[config.mk]
export PLATFORM = sky130hd
export DESIGN_NAME = usb_tx_scheduler_flat
export DESIGN_NICKNAME = d
export VERILOG_FILES = /design/src/rtl/usb_tx_pkg.sv /design/src/rtl/usb_tx_scheduler_if.sv /design/src/rtl/usb_tx_toggle.sv /design/src/rtl/usb_tx_scheduler.sv /design/src/flat_wrapper.sv
export SDC_FILE = /design/constraint.sdc
export NUM_CORES = 1
export LEC_CHECK = 0
export ABC_AREA = 1
export CAP_MARGIN = 5
export CORE_ASPECT_RATIO = 1.5
export CORE_UTILIZATION = 53
export CTS_BUF_LIST = sky130_fd_sc_hd__clkbuf_16
export DETAILED_ROUTE_END_ITERATION = 10
export GPL_TIMING_DRIVEN = 0
export PLACE_DENSITY = 0.84
export SLEW_MARGIN = 20
export SYNTH_ARGS = -nofsm -noshare
export SYNTH_HDL_FRONTEND = slang
export SYNTH_HIERARCHICAL = 1
export SYNTH_SLANG_ARGS = --single-unit
[constraint.sdc]
create_clock -name clk -period 1.8 [get_ports clk]
set_input_delay 0.36 -clock clk [delete_from_list [all_inputs] [get_ports clk]]
set_output_delay 0.36 -clock clk [all_outputs]
set_load 0.01 [all_outputs]
[src/rtl/usb_tx_pkg.sv]
// Shared encodings for the USB transmit path: packet commands, handshake PIDs
// and the scheduler FSM states.
package usb_tx_pkg;

   localparam int unsigned CNT_W = 16;
   localparam int unsigned PKT_W = 4;
   localparam int unsigned PID_W = 2;

   typedef enum logic [PKT_W-1:0] {
      PKT_IDLE  = 4'd0,
      PKT_DATA0 = 4'd1,
      PKT_DATA1 = 4'd2,
      PKT_ACK   = 4'd3,
      PKT_NAK   = 4'd4,
      PKT_STALL = 4'd5
   } tx_pkt_e;

   typedef enum logic [PID_W-1:0] {
      HS_ACK   = 2'd0,
      HS_NAK   = 2'd1,
      HS_STALL = 2'd2,
      HS_BAD   = 2'd3
   } hs_pid_e;

   typedef enum logic [1:0] {
      ST_IDLE,
      ST_WAIT_START,
      ST_ACTIVE,
      ST_GAP
   } state_e;

   function automatic tx_pkt_e hs_to_pkt(input hs_pid_e pid);
      case (pid)
         HS_ACK:   return PKT_ACK;
         HS_NAK:   return PKT_NAK;
         HS_STALL: return PKT_STALL;
         default:  return PKT_IDLE;
      endcase
   endfunction

endpackage

[src/rtl/usb_tx_scheduler_if.sv]
// Request, transmitter and status signals of the TX scheduler.
// master = requesters/transmitter side, slave = the scheduler.
interface usb_tx_scheduler_if;

   logic                          hs_req;
   logic [usb_tx_pkg::PID_W-1:0]  hs_pid;
   logic                          hs_grant;
   logic                          data_req;
   logic                          data_grant;
   logic                          toggle_clear;
   logic                          ack_rcvd;
   logic [usb_tx_pkg::PKT_W-1:0]  TX_Packet;
   logic                          TX_Transfer_Active;
   logic                          TX_Error;
   logic                          busy;
   logic                          done;
   logic                          err;
   logic                          toggle;

   modport master (
      output hs_req, hs_pid, data_req, toggle_clear, ack_rcvd,
             TX_Transfer_Active, TX_Error,
      input  hs_grant, data_grant, TX_Packet, busy, done, err, toggle
   );

   modport slave (
      input  hs_req, hs_pid, data_req, toggle_clear, ack_rcvd,
             TX_Transfer_Active, TX_Error,
      output hs_grant, data_grant, TX_Packet, busy, done, err, toggle
   );

endinterface

[src/rtl/usb_tx_toggle.sv]
// Endpoint DATA0/DATA1 toggle and the pending flag of the last data packet.
module usb_tx_toggle (
   input  logic clk,
   input  logic rst,
   input  logic data_grant,
   input  logic ack_rcvd,
   input  logic toggle_clear,
   output logic toggle
);

   logic pending;

   // A failed data packet keeps pending set so the retried packet can still be ACKed.
   always_ff @(posedge clk) begin
      if (rst) begin
         toggle  <= 1'b0;
         pending <= 1'b0;
      end else begin
         if (toggle_clear)
            toggle <= 1'b0;
         else if (ack_rcvd && pending)
            toggle <= ~toggle;

         if (data_grant)
            pending <= 1'b1;
         else if (toggle_clear || ack_rcvd)
            pending <= 1'b0;
      end
   end

endmodule

[src/rtl/usb_tx_scheduler.sv]
// Arbitrates handshake vs. data packet requests, sequences one transmitter
// command at a time and enforces the inter-packet gap.
module usb_tx_scheduler
   import usb_tx_pkg::*;
#(
   parameter int unsigned IPG_CYCLES    = 16,
   parameter int unsigned START_TIMEOUT = 64
) (
   input logic              clk,
   input logic              rst,
   usb_tx_scheduler_if.slave bus
);

   state_e             state_q, state_d;
   logic [CNT_W-1:0]   cnt_q, cnt_d;
   logic [PKT_W-1:0]   pkt_q, pkt_d;
   logic               flag_q, flag_d;
   logic               hs_grant_q, hs_grant_d;
   logic               data_grant_q, data_grant_d;
   logic               done_q, done_d;
   logic               err_q, err_d;
   logic               busy_q;
   logic               toggle_q;
   logic               err_seen;

   assign err_seen = flag_q | bus.TX_Error;

   // Next state and next registered outputs
   always_comb begin
      state_d      = state_q;
      cnt_d        = cnt_q + CNT_W'(1);
      pkt_d        = pkt_q;
      flag_d       = flag_q;
      hs_grant_d   = 1'b0;
      data_grant_d = 1'b0;
      done_d       = 1'b0;
      err_d        = 1'b0;

      case (state_q)
         ST_IDLE: begin
            cnt_d = '0;
            if (bus.hs_req) begin
               hs_grant_d = 1'b1;
               if (hs_pid_e'(bus.hs_pid) == HS_BAD) begin
                  err_d   = 1'b1;
                  state_d = ST_GAP;
               end else begin
                  pkt_d   = hs_to_pkt(hs_pid_e'(bus.hs_pid));
                  state_d = ST_WAIT_START;
               end
            end else if (bus.data_req) begin
               data_grant_d = 1'b1;
               pkt_d        = toggle_q ? PKT_DATA1 : PKT_DATA0;
               state_d      = ST_WAIT_START;
            end
         end

         // A start on the final timeout cycle takes priority over the timeout.
         ST_WAIT_START: begin
            if (bus.TX_Transfer_Active) begin
               pkt_d   = PKT_IDLE;
               flag_d  = bus.TX_Error;
               cnt_d   = '0;
               state_d = ST_ACTIVE;
            end else if (cnt_q == CNT_W'(START_TIMEOUT - 1)) begin
               pkt_d   = PKT_IDLE;
               err_d   = 1'b1;
               cnt_d   = '0;
               state_d = ST_GAP;
            end
         end

         ST_ACTIVE: begin
            flag_d = err_seen;
            if (!bus.TX_Transfer_Active) begin
               done_d  = ~err_seen;
               err_d   = err_seen;
               flag_d  = 1'b0;
               cnt_d   = '0;
               state_d = ST_GAP;
            end
         end

         ST_GAP: begin
            if (cnt_q == CNT_W'(IPG_CYCLES - 1)) begin
               cnt_d   = '0;
               state_d = ST_IDLE;
            end
         end

         default: begin
            cnt_d   = '0;
            state_d = ST_IDLE;
         end
      endcase
   end

   always_ff @(posedge clk) begin
      if (rst) begin
         state_q      <= ST_IDLE;
         cnt_q        <= '0;
         pkt_q        <= '0;
         flag_q       <= 1'b0;
         hs_grant_q   <= 1'b0;
         data_grant_q <= 1'b0;
         done_q       <= 1'b0;
         err_q        <= 1'b0;
         busy_q       <= 1'b0;
      end else begin
         state_q      <= state_d;
         cnt_q        <= cnt_d;
         pkt_q        <= pkt_d;
         flag_q       <= flag_d;
         hs_grant_q   <= hs_grant_d;
         data_grant_q <= data_grant_d;
         done_q       <= done_d;
         err_q        <= err_d;
         busy_q       <= (state_d != ST_IDLE);
      end
   end

   usb_tx_toggle u_toggle (
      .clk          (clk),
      .rst          (rst),
      .data_grant   (data_grant_d),
      .ack_rcvd     (bus.ack_rcvd),
      .toggle_clear (bus.toggle_clear),
      .toggle       (toggle_q)
   );

   assign bus.hs_grant   = hs_grant_q;
   assign bus.data_grant = data_grant_q;
   assign bus.TX_Packet  = pkt_q;
   assign bus.busy       = busy_q;
   assign bus.done       = done_q;
   assign bus.err        = err_q;
   assign bus.toggle     = toggle_q;

endmodule

[src/flat_wrapper.sv]
// flat-port wrapper written by rule: the top's interface ports become plain ports
module usb_tx_scheduler_flat import usb_tx_pkg::*;
#(
   parameter int unsigned IPG_CYCLES    = 16,
   parameter int unsigned START_TIMEOUT = 64
)
  (clk, rst, bus_hs_req, bus_hs_pid, bus_data_req, bus_toggle_clear, bus_ack_rcvd, bus_TX_Transfer_Active, bus_TX_Error, bus_hs_grant, bus_data_grant, bus_TX_Packet, bus_busy, bus_done, bus_err, bus_toggle);
  usb_tx_scheduler_if bus_i ();
  input logic clk;
  input logic rst;
  input wire logic [$bits(bus_i.hs_req)-1:0] bus_hs_req;
  input wire logic [$bits(bus_i.hs_pid)-1:0] bus_hs_pid;
  input wire logic [$bits(bus_i.data_req)-1:0] bus_data_req;
  input wire logic [$bits(bus_i.toggle_clear)-1:0] bus_toggle_clear;
  input wire logic [$bits(bus_i.ack_rcvd)-1:0] bus_ack_rcvd;
  input wire logic [$bits(bus_i.TX_Transfer_Active)-1:0] bus_TX_Transfer_Active;
  input wire logic [$bits(bus_i.TX_Error)-1:0] bus_TX_Error;
  output wire logic [$bits(bus_i.hs_grant)-1:0] bus_hs_grant;
  output wire logic [$bits(bus_i.data_grant)-1:0] bus_data_grant;
  output wire logic [$bits(bus_i.TX_Packet)-1:0] bus_TX_Packet;
  output wire logic [$bits(bus_i.busy)-1:0] bus_busy;
  output wire logic [$bits(bus_i.done)-1:0] bus_done;
  output wire logic [$bits(bus_i.err)-1:0] bus_err;
  output wire logic [$bits(bus_i.toggle)-1:0] bus_toggle;
  assign bus_i.hs_req = bus_hs_req;
  assign bus_i.hs_pid = bus_hs_pid;
  assign bus_i.data_req = bus_data_req;
  assign bus_i.toggle_clear = bus_toggle_clear;
  assign bus_i.ack_rcvd = bus_ack_rcvd;
  assign bus_i.TX_Transfer_Active = bus_TX_Transfer_Active;
  assign bus_i.TX_Error = bus_TX_Error;
  assign bus_hs_grant = bus_i.hs_grant;
  assign bus_data_grant = bus_i.data_grant;
  assign bus_TX_Packet = bus_i.TX_Packet;
  assign bus_busy = bus_i.busy;
  assign bus_done = bus_i.done;
  assign bus_err = bus_i.err;
  assign bus_toggle = bus_i.toggle;
  usb_tx_scheduler #(.IPG_CYCLES(IPG_CYCLES), .START_TIMEOUT(START_TIMEOUT)) u_core (.clk(clk), .rst(rst), .bus(bus_i));
endmodule
==> flow_metrics.tcl, run 1 <==
set metrics [dict create \
    status "complete, no violations" \
    synthTopCellsByArea "dfxtp_1, nor2_1, nand2_1, inv_1, xor2_1" \
    synth_warnings 6 \
    layout-drive-gt1-share_pct 8.81 \
    cts_tree "done" \
    min_period_ns 1.66 \
    grt_max_degree 11 \
    start_kind "primary input" \
    overflow 0 \
    antenna_found_initial 0 \
    area_delta_synth_final_pct 25.3 \
    worstSetupPathType "in2reg" \
    clockBufferDepth 2 \
    synth_cell_type_count 23 \
    grt_pass1_vias 1256 \
    cellLeakagePower_nw 0.811 \
    synth_area_sq_um 1460 \
    cts.sinks 29 \
    setup_viol 0 \
    place_area_sq_um 1680 \
    power_density_nw_per_um2 918 \
    fin_tns_setup_ns 0 \
    finalCritPeriodShare_pct 92.2 \
    async_flop_share_pct 0 \
    n_antenna_cell 0 \
    place.gp.congestion 0.811 \
    maxCapViolations 0 \
    synth.largest_area_cell "dfxtp_1" \
    clkTransAtPathRegs_ns 0.05 \
    ios 20 \
    wirelength_um 2820 \
    wl_per_cell_um 10.7 \
    cp.arrival_ns 1.82 \
    drc_errors 0 \
    dr.first_iter.drc_count 31 \
    multi_input_area_sq_um 759 \
    place_hpwl_um 2070 \
    die_h_um 66.2 \
    cp-end-kind "flip-flop" \
    maxSlewViolCount 0 \
    ys_seq_area_share_pct 39.9 \
    fmax_ghz 0.602 \
    cts_root_buf "clkbuf_16" \
    synthTopCellsByCount "nor2_1, nand2_1, dfxtp_1" \
    skew_ns 0.00523 \
    peakVddDrop_mv 0.731 \
    synth_cells 201 \
    postCtsSetupBuffers 0 \
    core_area_sq_um 2530 \
    hp-class "reg2reg" \
    synth_edf_count 0 \
    fp.dieW_um 44.8 \
    clk_latency_ns 0.28 \
    post-synth-top-area-fraction_pct 39.9 \
    avgSynthCellArea_sq_um 7.25 \
    track_usage_pct 22.1 \
    syn_nets 215 \
    finalPower_mw 1.68 \
    hold_violations 0 \
    crit_required_ns 1.96 \
    cts_resized 0 \
    numPortBuffers 18 \
    vias 1323 \
    final-seq-area_sq_um 581 \
    dominantRegCellSynth "dfxtp_1" \
    rows 22 \
    fin_nets 240 \
    dieArea_sq_um 2970 \
    rsz0062_at_grt "no" \
    start_util_pct 57.5 \
    antenna_left 0 \
    vias_per_cell 5.03 \
    htree_levels 2 \
    ys_ff_latch 29 \
    worstPathMaxFanout 6 \
    nFillCells 217 \
    grt_pass1_wl_um 4720 \
    synth_most_common_cell "nor2_1" \
    dr.pass1.iters 4 \
    cts_hold_buf 0 \
    design_area_sq_um 1820 \
    numCtsBuffers 5 \
]
[metal layers]
layer / vias up / global-route usage (%) / share of wire [%]
li1: 682 / - / -
met1: 591 / 19.3 / 39
met2: 38 / 40.6 / 52
met3: 12 / 6.83 / 4.7
met4: 0 / 15.2 / 3.4
met5: - / 0 / 0
[sequential cells by signal (all words and copies together) (netlist names)]
signal                   count
u_core/bus.TX_Packet         3
u_core/bus.busy              1
u_core/bus.data_grant        1
u_core/bus.done              1
u_core/bus.err               1
u_core/bus.hs_grant          1
u_core/cnt_q                16
u_core/flag_q                1
u_core/state_q               2
u_core/u_toggle/pending      1
u_core/u_toggle/toggle       1
[kinds of logic after synthesis]
kind of cell / after synthesis / synth area share, %
other: 1 / 0.257
XOR/XNOR: 14 / 8.42
AND/OR/NAND/NOR: 114 / 35.7
adder cells (fa/ha/maj): 4 / 3.44
AO/OA/AOI/OAI: 11 / 4.30
buffers and inverters: 28 / 7.99
flip-flops: 29 / 39.9
[stage by stage]
stage | util, % | setup slack (ns) | hold WS, ns | cells
after floorplan | - | 0.415 | 0.418 | 201
after global placement | 66.4 | -0.103 | 0.429 | 255
after detailed placement | 66.4 | -0.142 | 0.440 | 255
after CTS | 72.0 | 0.141 | 0.449 | 263
after global routing | 72.0 | 0.0348 | 0.478 | 263
final | 72.0 | 0.140 | 0.448 | 263
[cells in the final DEF (no fill, tap or decap), types with 2 or more instances in the layout]
master,n
nor2_1,38
nand2_1,36
dfxtp_1,29
inv_1,26
clkdlybuf4s50_1,18
nand3_1,15
xor2_1,9
nand4_1,8
a21oi_1,6
clkbuf_16,5
xnor2_1,5
nor3_1,4
nor2_2,4
ha_1,4
nand3_2,3
clkinv_2,2
or2_2,2
o21ai_0,2
o211ai_1,2
nor4_1,2
[power breakdown]
part	total, mW	internal (mW)	switching, mW	leakage [nW]
registers	0.688	0.671	0.0166	0.236
clock network	0.782	0.504	0.277	0.0696
logic	0.206	0.0939	0.112	0.505
[cell type report]
cell class	count	area share, %
plain buffers	2	1.03
repair buffers	18	9.88
flip-flops and latches	29	31.8
inverters	26	5.35
clock inverters	3	0.960
clock buffers	5	6.86
well taps	36	2.47
multi-input cells	144	41.6
[worst max-delay path, cell delays in order]
cell             delay, ns
clkdlybuf4s50_1       0.46
ha_1                  0.21
nand3_1               0.13
nand2_1               0.07
nor2_1                0.32
nand3_1               0.13
nand2_1               0.09
nor2_1                0.05
[path summary, 6_finish.rpt]
kind / slack, ns / endpoint / depth (start not counted) / startpoint
worst min register to register: 0.45 / u_core/cnt_q[0]$_SDFF_PP0_ / 1 / u_core/cnt_q[0]$_SDFF_PP0_
worst min-delay path: 0.45 / u_core/cnt_q[0]$_SDFF_PP0_ / 1 / u_core/cnt_q[0]$_SDFF_PP0_
worst max-delay path: 0.14 / u_core/bus.TX_Packet[1]$_SDFFE_PP0P_ / 8 / bus_hs_pid[1]
worst max register to register: 0.28 / u_core/cnt_q[6]$_SDFF_PP0_ / 9 / u_core/cnt_q[0]$_SDFF_PP0_
Note: power is estimated with default switching activity, not from simulation.
==> inputs of run 2 (changes only) <==
--- a/config.mk
+++ b/config.mk
@@ -8,11 +8,11 @@
 export ABC_AREA = 1
 export CAP_MARGIN = 5
 export CORE_ASPECT_RATIO = 1.5
-export CORE_UTILIZATION = 53
-export CTS_BUF_LIST = sky130_fd_sc_hd__clkbuf_16
+export CORE_UTILIZATION = 55
+export CTS_BUF_LIST = sky130_fd_sc_hd__clkbuf_4 sky130_fd_sc_hd__clkbuf_8
 export DETAILED_ROUTE_END_ITERATION = 10
 export GPL_TIMING_DRIVEN = 0
-export PLACE_DENSITY = 0.84
+export PLACE_DENSITY = 0.86
 export SLEW_MARGIN = 20
 export SYNTH_ARGS = -nofsm -noshare
 export SYNTH_HDL_FRONTEND = slang
==> run 2 against run 1 <==
  * Wire length shrank 1.2%
  * Sequential power is essentially flat
  * Utilization shrank 1.9 points
  * Power shrank 20%
  * Worst setup slack gained 0.0010 ns
  * Cell count shrank 4.6%
  * Die area shrank 3.5%
  * Critical endpoint is now bus_toggle
  * Critical path depth shrank 7
  * Worst hold slack gained 0.0011 ns
  * Global-route usage shrank 0.56 points
  * The run now ends with design-rule violations left
  * Combinational power is essentially flat
  * Highest routed layer unchanged
  * Critical path type is now reg2out
  * Clock power shrank 42%
==> flow_metrics.tcl, run 2 (synthesis gave the netlist of run 1 again) <==
set metrics [dict create \
    status "finished, violations left" \
    violations "design-rule violations" \
    fin_util_pct 70.1 \
    maxSlewViolCount 0 \
    clkTransAtPathRegs_ns 0.09 \
    wl_per_cell_um 11.1 \
    cp.depth 1 \
    cellLeakagePower_nw 0.783 \
    largest_register_ffs 16 \
    drc_errors 3 \
    slowest_delay_ns 0.56 \
    vias_per_cell 5.22 \
    hp-class "reg2reg" \
    crit_required_ns 1.44 \
    min_period_ns 1.66 \
    die_h_um 65.0 \
    cts_resized 0 \
    fmax_ghz 0.603 \
    vias 1311 \
    antenna_found_initial 0 \
    crit_slowest_cell "clkdlybuf4s50_1" \
    wirelength_um 2790 \
    cts_tree "done" \
    fin_nets 240 \
    ios 20 \
    ff2ff_setup_slack_ns 0.25 \
    skew_ns 0.0105 \
    finalCritPeriodShare_pct 92.2 \
    layout_commonest_cell "nor2_1" \
    clk_latency_ns 0.34 \
    maxCapViolations 0 \
    rows 22 \
    whs_ns 0.449 \
    cp-end-kind "output pin" \
    n_antenna_cell 0 \
    finalPower_mw 1.34 \
    dr.first_iter.drc_count 19 \
    dr.pass1.iters 9 \
    setup_viol 0 \
    antenna_left 0 \
    crit_buf_inv 1 \
    postCtsSetupBuffers 0 \
    numPortBuffers 18 \
    cp_cell_sequence "clkdlybuf4s50_1" \
    htree_levels 2 \
    worstSetupPathType "reg2out" \
    cp.arrival_ns 1.30 \
    place_hpwl_um 2080 \
    area_delta_synth_final_pct 19.2 \
    overflow 0 \
    numCtsBuffers 5 \
    core_area_sq_um 2480 \
    start_kind "flip-flop" \
    power_density_nw_per_um2 774 \
    whs_path_depth 1 \
    worstPathMaxFanout 5 \
    start_util_pct 58.8 \
    rsz0062_at_grt "no" \
    place.gp.congestion 0.794 \
    cp_top_family "buffers and inverters" \
    cts.sinks 29 \
    track_usage_pct 21.5 \
    grt_pass1_wl_um 4550 \
    fp.dieW_um 44.0 \
    hold_violations 0 \
    cts_hold_buf 0 \
    top_register "u_core/cnt_q" \
    dieArea_sq_um 2860 \
    cts_root_buf "clkbuf_4" \
    layout-drive-gt1-share_pct 8.81 \
    nFillCells 231 \
    grt_pass1_vias 1223 \
    mostFrequentLayoutCells "nor2_1, nand2_1, dfxtp_1, inv_1, clkdlybuf4s50_1" \
    clockBufferDepth 2 \
    r2r_cells 9 \
    peakVddDrop_mv 0.525 \
    grt_max_degree 11 \
]
## run 2: worst paths after layout
check,start,endpoint
max,u_core/u_toggle/toggle$_SDFFE_PP0P_,bus_toggle
min,u_core/cnt_q[0]$_SDFF_PP0_,u_core/cnt_q[0]$_SDFF_PP0_
max reg2reg,u_core/cnt_q[0]$_SDFF_PP0_,u_core/cnt_q[3]$_SDFF_PP0_
min reg2reg,u_core/cnt_q[0]$_SDFF_PP0_,u_core/cnt_q[0]$_SDFF_PP0_
## run 2: layout make-up
type | instances | area, sq um | share of cell area, %
multi-input cells | 144 | 759 | 43.7
flip-flops and latches | 29 | 581 | 33.4
repair buffers | 18 | 180 | 10.4
inverters | 26 | 97.6 | 5.62
clock buffers | 7 | 65.1 | 3.75
well taps | 24 | 30.0 | 1.73
plain buffers | 2 | 18.8 | 1.08
clock inverters | 1 | 5.00 | 0.288
## run 2: through the flow
| stage | setup WS [ns] | area, sq um | setup TNS, ns | cells |
|---|---|---|---|---|
| after floorplan | 0.415 | 1460 | 0 | 201 |
| after global placement | -0.109 | 1670 | -0.211 | 243 |
| after detailed placement | -0.162 | 1670 | -0.253 | 243 |
| after CTS | 0.126 | 1740 | 0 | 251 |
| after global routing | 0.0848 | 1740 | 0 | 251 |
| final | 0.141 | 1740 | 0 | 251 |
## run 2: worst reg2reg max path, cell delays in order (launching register included)
cell	delay (ns)
dfxtp_1	0.36
ha_1	0.20
nand3_2	0.14
nor2_2	0.15
nand2_1	0.11
nand3_2	0.08
nand3_2	0.09
nand2_4	0.12
buf_6	0.15
nor2_1	0.05
## run 2: power by group
| part | internal, mW | total, mW | switching (mW) |
|---|---|---|---|
| Clock | 0.226 | 0.454 | 0.228 |
| Combinational | 0.0938 | 0.204 | 0.111 |
| Sequential | 0.669 | 0.685 | 0.0164 |
| Total | 0.989 | 1.34 | 0.355 |
## run 2: per-layer routing
metal / GRT usage [%] / up-vias / share of wire (%)
met1: 18.1 / 587 / 39
met4: 14.0 / 0 / 2.9
met5: 0 / - / 0
li1: - / 685 / -
met2: 42.1 / 29 / 54
met3: 4.18 / 10 / 3.9
==> inputs of run 3 (changes only) <==
--- a/config.mk
+++ b/config.mk
@@ -11,8 +11,8 @@
 export CORE_UTILIZATION = 55
 export CTS_BUF_LIST = sky130_fd_sc_hd__clkbuf_4 sky130_fd_sc_hd__clkbuf_8
 export DETAILED_ROUTE_END_ITERATION = 10
-export GPL_TIMING_DRIVEN = 0
 export PLACE_DENSITY = 0.86
+export SETUP_SLACK_MARGIN = 0.4
 export SLEW_MARGIN = 20
 export SYNTH_ARGS = -nofsm -noshare
 export SYNTH_HDL_FRONTEND = slang
==> constraint.sdc (replaced) <==
create_clock -name clk -period 1.8 [get_ports clk]
set_input_delay 0.36 -clock clk [delete_from_list [all_inputs] [get_ports clk]]
set_output_delay 0.36 -clock clk [all_outputs]
set_load 0.02 [all_outputs]
==> run 3 against run 2 <==
  * The run still ends with design-rule violations left
  * Worst hold slack got worse by 0.088 ns
  * Global-route usage increased by 1.7 points
  * Highest routed layer unchanged
  * Via count increased by 5.1%
==> flow_metrics.tcl, run 3 (synthesis gave the netlist of run 1 again) <==
set metrics [dict create \
    finalPower_mw 1.38 \
    rows 22 \
    cellLeakagePower_nw 0.875 \
    start_kind "flip-flop" \
    dp_slack_ns -0.0705 \
    fin_tns_setup_ns 0 \
    cts_tree "done" \
    overflow 0 \
    n_antenna_cell 0 \
    maxSlewViolCount 0 \
    grt_max_degree 10 \
    rsz0062_at_grt "yes" \
    maxCapViolations 0 \
    whs_ns 0.362 \
    cp.arrival_ns 1.61 \
    power_density_nw_per_um2 723 \
    area_delta_synth_final_pct 30.8 \
    clkTransAtPathRegs_ns 0.09 \
    fp.dieW_um 44.0 \
    fin_nets 251 \
    numCtsBuffers 5 \
    core_area_sq_um 2480 \
    vias 1378 \
    place.gp.congestion 0.801 \
    clockBufferDepth 2 \
    numPortBuffers 18 \
    layout_commonest_cell "nand2_1" \
    wl_per_cell_um 12.4 \
    grt_pass1_wl_um 4880 \
    crit_required_ns 2.01 \
    vias_per_cell 5.26 \
    clk_latency_ns 0.33 \
    min_period_ns 1.40 \
    violations "design-rule violations" \
    setup_viol 0 \
    fin_ws_ns 0.398 \
    place_hpwl_um 2080 \
    finalCritPeriodShare_pct 77.9 \
    dr.first_iter.drc_count 69 \
    cts.sinks 29 \
    track_usage_pct 23.2 \
    wirelength_um 3260 \
    start_util_pct 58.8 \
    hold_violations 0 \
    layout-drive-gt1-share_pct 23.5 \
    worstPathMaxFanout 8 \
    grt_pass1_vias 1253 \
    antenna_found_initial 0 \
    cts_hold_buf 0 \
    fmax_ghz 0.713 \
    drc_errors 4 \
    htree_levels 2 \
    status "finished, violations left" \
    nFillCells 184 \
    worstSetupPathType "reg2reg" \
    hp-class "in2reg" \
    die_h_um 65.0 \
    peakVddDrop_mv 0.581 \
    skew_ns 0.0133 \
    cts_root_buf "clkbuf_4" \
    antenna_left 0 \
    dr.pass1.iters 7 \
    largest_register_ffs 16 \
    top_register "u_core/cnt_q" \
    cp-end-kind "flip-flop" \
    dieArea_sq_um 2860 \
    mostFrequentLayoutCells "nand2_1, nor2_1, inv_1, dfxtp_1, nand3_1" \
    ios 20 \
]
run 3: changes by cell type in the layout (fill, tap and decap cells not counted), sizes merged:
cell	delta
dlygate4sd2	+7
clkdlybuf4s50	-12
buf	+10
dlymetal6s2s	+1
nand2	+1
clkbuf	+2
clkdlybuf4s15	+2
run 3: repair_timing:
action                                  CTS  global route
pin swaps                                 5             4
resized for setup                        18            32
endpoints found under the setup margin   29            25
buffers inserted                          0             4
gates cloned                              1             0
run 3: critical path: stages (launching register included):
cell     delay, ns
dfxtp_2       0.38
nand2_1       0.12
inv_1         0.09
nand2_1       0.09
nor2_4        0.11
nand2_2       0.09
nand3_2       0.09
nand3_4       0.13
nand2_8       0.13
nor2_1        0.05
run 3: final timing paths:
| path | start | endpoint | slack (ns) | cells past startpoint |
|---|---|---|---|---|
| worst min register to register | u_core/cnt_q[0]$_SDFF_PP0_ | u_core/cnt_q[0]$_SDFF_PP0_ | 0.45 | 1 |
| worst max register to register | u_core/cnt_q[4]$_SDFF_PP0_ | u_core/cnt_q[3]$_SDFF_PP0_ | 0.40 | 9 |
| worst min-delay path | bus_hs_req | u_core/bus.data_grant$_SDFF_PP0_ | 0.36 | 3 |
| worst max-delay path | u_core/cnt_q[4]$_SDFF_PP0_ | u_core/cnt_q[3]$_SDFF_PP0_ | 0.40 | 9 |
run 3: per-stage QoR:
stage	util, %	std cells	area (sq um)
floorplan	-	201	1460
global placement	68.9	249	1710
detailed placement	68.9	249	1710
CTS	72.6	258	1800
global route	76.9	262	1910
finish	76.9	262	1910
run 3: where the power goes:
part	internal (mW)	total (mW)	leakage, nW	switching (mW)
registers	0.669	0.689	0.241	0.0204
logic	0.0983	0.239	0.593	0.140
clock network	0.226	0.450	0.0413	0.224
total	0.993	1.38	0.875	0.385
run 3: final cells by class:
| type | count | area [sq um] | area share (%) |
|---|---|---|---|
| clock buffer | 7 | 65.1 | 3.41 |
| clock inverter | 1 | 5.00 | 0.263 |
| inverter | 26 | 97.6 | 5.12 |
| multi-input combinational | 145 | 858 | 45.0 |
| sequential | 29 | 596 | 31.3 |
| tap | 24 | 30.0 | 1.58 |
| timing repair buffer | 30 | 254 | 13.3 |
run 3: layer usage:
layer | share of wire [%] | routed length (um) | vias to the layer above | track usage, %
met3 | 5.2 | 170 | 8 | 6.69
met4 | 1.8 | 59 | 0 | 13.6
met2 | 57 | 1860 | 45 | 43.8
met1 | 36 | 1170 | 612 | 20.4
li1 | - | - | 713 | -
met5 | 0 | 0 | - | 0
